$ cat src/rtl/uart_tx_mmio.sv
// rtl/uart_tx_mmio.sv - memory-mapped UART transmitter with transmit FIFO and baud-rate FSM
// Optional even parity bit when UART_TX_PARITY_EN is defined.
module uart_tx_mmio #(
    parameter int CLKS_PER_BIT = 868,
    parameter int FIFO_DEPTH   = 16
) (
    input  logic        clk,
    input  logic        reset,
    input  logic        sel,
    input  logic        we,
    input  logic [3:0]  addr,
    input  logic [31:0] wdata,
    output logic [31:0] rdata,
    output logic        tx
);

    localparam int PTR_W  = $clog2(FIFO_DEPTH);
    localparam int CNT_W  = PTR_W + 1;
    localparam int BAUD_W = $clog2(CLKS_PER_BIT);
    localparam logic [BAUD_W-1:0] BAUD_LAST = BAUD_W'(CLKS_PER_BIT - 1);
    localparam logic [CNT_W-1:0]  DEPTH_C   = CNT_W'(FIFO_DEPTH);
`ifdef UART_TX_PARITY_EN
    localparam logic PARITY_EN = 1'b1;
`else
    localparam logic PARITY_EN = 1'b0;
`endif

    typedef enum logic [2:0] {
        IDLE,
        START,
        DATA,
        PARITY,
        STOP
    } state_t;

    state_t              state;
    logic [7:0]          mem [FIFO_DEPTH];
    logic [PTR_W-1:0]    wr_ptr;
    logic [PTR_W-1:0]    rd_ptr;
    logic [CNT_W-1:0]    count;
    logic                overflow;
    logic [7:0]          shift;
    logic [2:0]          bit_idx;
    logic [BAUD_W-1:0]   baud_cnt;
`ifdef UART_TX_PARITY_EN
    logic                parity_bit;
`endif

    logic full, empty, busy;
    logic push_req, clr_req, pop, push, drop;
    logic unused_wdata;

    assign full     = (count == DEPTH_C);
    assign empty    = (count == '0);
    assign busy     = (state != IDLE);
    assign push_req = sel & we & (addr == 4'h0);
    assign clr_req  = sel & we & (addr == 4'h4) & wdata[3];
    assign pop      = (state == IDLE) & ~empty;
    // A full FIFO still accepts a push when the FSM pops in the same cycle.
    assign push     = push_req & (~full | pop);
    assign drop     = push_req & full & ~pop;
    assign unused_wdata = ^wdata[31:8];

    always_ff @(posedge clk) begin
        if (push) begin
            mem[wr_ptr] <= wdata[7:0];
        end
    end

    always_ff @(posedge clk) begin
        if (reset) begin
            wr_ptr   <= '0;
            rd_ptr   <= '0;
            count    <= '0;
            overflow <= 1'b0;
        end else begin
            if (push) begin
                wr_ptr <= wr_ptr + 1'b1;
            end
            if (pop) begin
                rd_ptr <= rd_ptr + 1'b1;
            end
            case ({push, pop})
                2'b10:   count <= count + 1'b1;
                2'b01:   count <= count - 1'b1;
                default: count <= count;
            endcase
            // A drop in the same cycle as a clear keeps the flag set.
            if (drop) begin
                overflow <= 1'b1;
            end else if (clr_req) begin
                overflow <= 1'b0;
            end
        end
    end

    always_ff @(posedge clk) begin
        if (reset) begin
            state    <= IDLE;
            tx       <= 1'b1;
            shift    <= '0;
            bit_idx  <= '0;
            baud_cnt <= '0;
`ifdef UART_TX_PARITY_EN
            parity_bit <= 1'b0;
`endif
        end else begin
            case (state)
                IDLE: begin
                    tx <= 1'b1;
                    if (pop) begin
                        shift    <= mem[rd_ptr];
                        bit_idx  <= '0;
                        baud_cnt <= '0;
                        state    <= START;
                        tx       <= 1'b0;
`ifdef UART_TX_PARITY_EN
                        parity_bit <= ^mem[rd_ptr];
`endif
                    end
                end
                START: begin
                    if (baud_cnt == BAUD_LAST) begin
                        baud_cnt <= '0;
                        state    <= DATA;
                        tx       <= shift[0];
                    end else begin
                        baud_cnt <= baud_cnt + 1'b1;
                    end
                end
                DATA: begin
                    if (baud_cnt == BAUD_LAST) begin
                        baud_cnt <= '0;
                        if (bit_idx == 3'd7) begin
`ifdef UART_TX_PARITY_EN
                            state <= PARITY;
                            tx    <= parity_bit;
`else
                            state <= STOP;
                            tx    <= 1'b1;
`endif
                        end else begin
                            // tx is registered, so drive the bit that lands after the shift.
                            shift   <= shift >> 1;
                            tx      <= shift[1];
                            bit_idx <= bit_idx + 1'b1;
                        end
                    end else begin
                        baud_cnt <= baud_cnt + 1'b1;
                    end
                end
                PARITY: begin
                    if (baud_cnt == BAUD_LAST) begin
                        baud_cnt <= '0;
                        state    <= STOP;
                        tx       <= 1'b1;
                    end else begin
                        baud_cnt <= baud_cnt + 1'b1;
                    end
                end
                STOP: begin
                    tx <= 1'b1;
                    if (baud_cnt == BAUD_LAST) begin
                        baud_cnt <= '0;
                        state    <= IDLE;
                    end else begin
                        baud_cnt <= baud_cnt + 1'b1;
                    end
                end
                default: begin
                    state <= IDLE;
                    tx    <= 1'b1;
                end
            endcase
        end
    end

    always_comb begin
        rdata = '0;
        case (addr)
            4'h4: begin
                rdata[0] = full;
                rdata[1] = empty;
                rdata[2] = busy;
                rdata[3] = overflow;
                rdata[4] = PARITY_EN;
            end
            4'h8: rdata[CNT_W-1:0] = count;
            default: rdata = '0;
        endcase
    end

endmodule

$ cat config.mk
export PLATFORM = sky130hd
export DESIGN_NAME = uart_tx_mmio
export DESIGN_NICKNAME = d
export VERILOG_FILES = /design/src/rtl/uart_tx_mmio.sv
export SDC_FILE = /design/constraint.sdc
export NUM_CORES = 1
export LEC_CHECK = 0
export ABC_CLOCK_PERIOD_IN_PS = 3200
export BUFFER_PORTS_ARGS = -buffer_cell sky130_fd_sc_hd__buf_2
export CAP_MARGIN = 20
export CORE_ASPECT_RATIO = 0.9
export CORE_MARGIN = 3
export CORE_UTILIZATION = 30
export DETAILED_ROUTE_END_ITERATION = 6
export GPL_ROUTABILITY_DRIVEN = 0
export SLEW_MARGIN = 20
export SYNTH_ARGS = -nofsm -noshare
export SYNTH_HDL_FRONTEND = slang
export SYNTH_SLANG_ARGS = --single-unit
$ cat constraint.sdc
create_clock -name clk -period 3.2 [get_ports clk]
set_clock_uncertainty 0.2 [all_clocks]
set_input_delay 0.48 -clock clk [delete_from_list [all_inputs] [get_ports clk]]
set_output_delay 0.48 -clock clk [all_outputs]
set_load 0.05 [all_outputs]
==> results.md <==
* Status: completed
* Multiplexer area fraction after synthesis at 0.1173
* Pre-CTS setup slack at 339.1 ps
* Final slew viol count at 0
* Met2 layer usage reported by global route at 0.1787
* Area after DPL at 0.007978 mm^2
* Most used routing layer: met2
* Synth Area in Compound Gates at 0.07704
* Critical-path cell with the highest stage delay: or4_4
* Slew headroom at 0.4933
* Initial core utilization at 0.3070
* Avg Vias per Cell at 4.667
* Crit-path max cell delay at 600 ps
* Number of antenna violations at the first check in global routing at 0
* Mapped cell area at 0.007487 mm^2
* Count of TritonRoute iterations in the first routing pass at 4
* Max clock buf depth at 2
* Total GRT Usage at 0.1115
* Share of layout cells above drive strength 1 at 0.2218
* Final setup fails at 0
* Biggest area contributors in the synthesized netlist: edfxtp_1 (51%), dfxtp_1 (11%), mux4_2 (7.8%)
* Area overhead of the layout relative to synthesis at 13.99%
* Die ar. at 0.02689 mm^2
* Number of synthesized register bits at 171
* Count of boundary I/O pins at 73
* Xor and xnor area share after synthesis at 0.02223
* Grt met1 use at 0.1528
* Highest clock frequency the design can meet at 0.3495 GHz
* Instance count of the mapped netlist at 505
* Main combinational cell family by area after synthesis: multiplexers
* Final hold viol count at 0
* Final design utilization at 0.3499
* Total buffers and inverters traversed by the critical path at 0
* Wirelength, routed at 14,770 um
* Quantity of gates resized following cts at 0
* Die height at 155.9 um
* Number of antenna-violating nets in the routed design at 0
* Period Utilization, post-route at 0.8942
* Start-to-end type of the worst setup path: reg2reg
* Horizontal extent of the die at 172.5 um
* RSZ-0062 raised after global routing: no
* Clock sink count at 171
* M3 GR Usage at 0.02993
* Clock slew at the register clock pins of the worst setup and hold paths at 70 ps
* Kind of end point of the critical path: flip-flop
* Transition at the pin with the smallest max-transition slack at 759.0 ps
* Largest net degree at the start of global routing at 32
* Total half-perimeter wirelength after legalization and detailed placement at 9792 um
* Lkg Pwr at 2.835 nW
* Total negative slack at 0 ps
* Max-capacitance violation count at 0
* Yosys Warn Count at 0
* Simple-Gate Fraction of Synth Area at 0.08038
* Number of port buffers at 21
* Worst ir drop on vdd at 0.3667 mV
* Iteration-0 DRC count of the detailed router at 323
* Cts hold-fix bufs at 0
* Num CTS Buffers at 17
* Clock network latency to the later pin of the worst-skew pair at 420 ps
* Kind of path behind the tightest hold check: in2reg
* Final Net Count at 599
* Post-synth top area share at 0.5134
* Adder-cell area share of the yosys netlist at 0.02106
* Drc violations at 0
* Power density cells at 724.7 mW/mm^2
* Buffer count from post-CTS setup fixing at 0
* Master cell of the clock root buffer: clkbuf_16
* Area leader, netlist: edfxtp_1
* Arrival time worst endpoint at 2970 ps
* Number of global-route vias before repair at 4,144
* Distinct cell type count of the synthesized netlist at 64
* Synthesized area per cell at 14.83 um^2
* Remaining global-route overflow at 0
* Number of levels the H-tree was split into at 4
* Fraction of registers with async set/reset at 0
* TritonCTS clock tree: built
* Crit path max-delay family: simple AND/OR/NAND/NOR gates
* Antenna Cells at 0
* Top FF cell, synth: edfxtp_1
* Hold Worst Slack at 238.7 ps
* Minimum clock period at 2862 ps
* Proportion of synthesized chip area in sequential cells at 0.6283
* Critical path peak fanout at 6
* Wire length of the first global-routing pass at 23,140 um
* Critical Path Start Type: flip-flop
* Post-layout worst setup margin at 338.5 ps
* Final instance area at 0.008534 mm^2
* List of cells traversed by the critical path: or4_4, o21ai_4, nor2_1, ha_1, nor2b_1, o21ai_0, a21oi_1, a32oi_1, mux2_1
* DR vias at 4,177
* Required time of the critical path at 3310 ps
* Number of enable flip-flop cells after synthesis at 128
* Core Area at 0.02439 mm^2
* Number of standard-cell rows in the floorplan at 54
* Routed length per placed instance at 16.51 um
[routing by layer]
layer | up-vias | wire, um
met5 | - | 0
met4 | 0 | 80
met3 | 4 | 962
met2 | 118 | 6946
met1 | 2108 | 6784
li1 | 1947 | -
[synth_stat cells (7+ instances only)]
| library cell | instances |
|---|---|
| a21oi_1 | 9 |
| a22oi_1 | 9 |
| buf_4 | 28 |
| clkbuf_1 | 7 |
| dfxtp_1 | 43 |
| edfxtp_1 | 128 |
| ha_1 | 11 |
| inv_1 | 11 |
| mux2i_1 | 27 |
| mux4_2 | 26 |
| nand2_1 | 13 |
| nor2_1 | 59 |
| nor3_1 | 19 |
| o211ai_1 | 7 |
| xnor2_1 | 14 |
[sequential cells by signal, summed over array words and instances (netlist names), named ones only]
name      cells
baud_cnt     10
bit_idx       3
count         5
mem         128
overflow      1
rd_ptr        4
shift         8
state         3
tx            1
wr_ptr        4
[layout by cell type, fill, tap and decap left out, types with 4 or more instances in the layout]
cell | synthesis | layout
buf_2 | 5 | 21
nor3_1 | 19 | 19
inv_1 | 11 | 11
dfxtp_1 | 43 | 42
inv_6 | 0 | 7
nand2_1 | 13 | 13
o211a_1 | 6 | 6
mux4_2 | 26 | 26
conb_1 | 1 | 27
a21oi_1 | 9 | 9
o21ai_0 | 5 | 5
xnor2_1 | 14 | 14
xor2_1 | 5 | 5
buf_4 | 28 | 27
nor2b_1 | 5 | 5
ha_1 | 11 | 11
clkbuf_16 | 0 | 17
nand4_1 | 4 | 4
mux2i_1 | 27 | 27
a2111oi_0 | 4 | 4
a22oi_1 | 9 | 9
o211ai_1 | 7 | 7
edfxtp_1 | 128 | 128
nor2_1 | 59 | 59
[path summary, 6_finish.rpt]
kind	from	end	slack, ps	cells after the start
setup / recovery	count[1]$_SDFFE_PP0P_	count[4]$_SDFFE_PP0P_	340	9
hold reg to reg	baud_cnt[9]$_SDFFE_PP0P_	baud_cnt[9]$_SDFFE_PP0P_	320	2
setup reg to reg	count[1]$_SDFFE_PP0P_	count[4]$_SDFFE_PP0P_	340	9
hold / removal	wdata[7]	mem[10][7]$_DFFE_PP_	240	1
[report_power, final]
group | leakage [nW] | internal, mW | switching [mW]
logic | 1.06 | 0.694 | 0.867
clock network | 0.273 | 1.08 | 0.869
registers | 1.50 | 2.50 | 0.172
[area by class of cell]
class | instances | area, um^2
repair buffers | 49 | 327.8
flip-flops and latches | 171 | 4706
clock buffers | 17 | 425.4
inverters | 11 | 41.29
multi-input cells | 297 | 2482
clock inverters | 14 | 131.4
well taps | 336 | 420.4
fillers | 2314 | 15860
[cell families (layout without fill, tap and decap cells)]
group / count (synthesis) / after routing
buf+inv: 63 / 91
mux: 55 / 55
xor+xnor: 19 / 19
other cells: 1 / 27
simple gates: 122 / 122
compound gates: 62 / 62
fa+ha+maj: 12 / 12
flops: 171 / 171
[through the flow]
stage	power [mW]	std cells
6_report	6.185	895
3_5_place_dp	4.288	864
4_1_cts	6.243	895
2_1_floorplan	3.953	531
5_1_grt	6.494	895
3_3_place_gp	4.237	864
(Power assumes the default switching activity.)
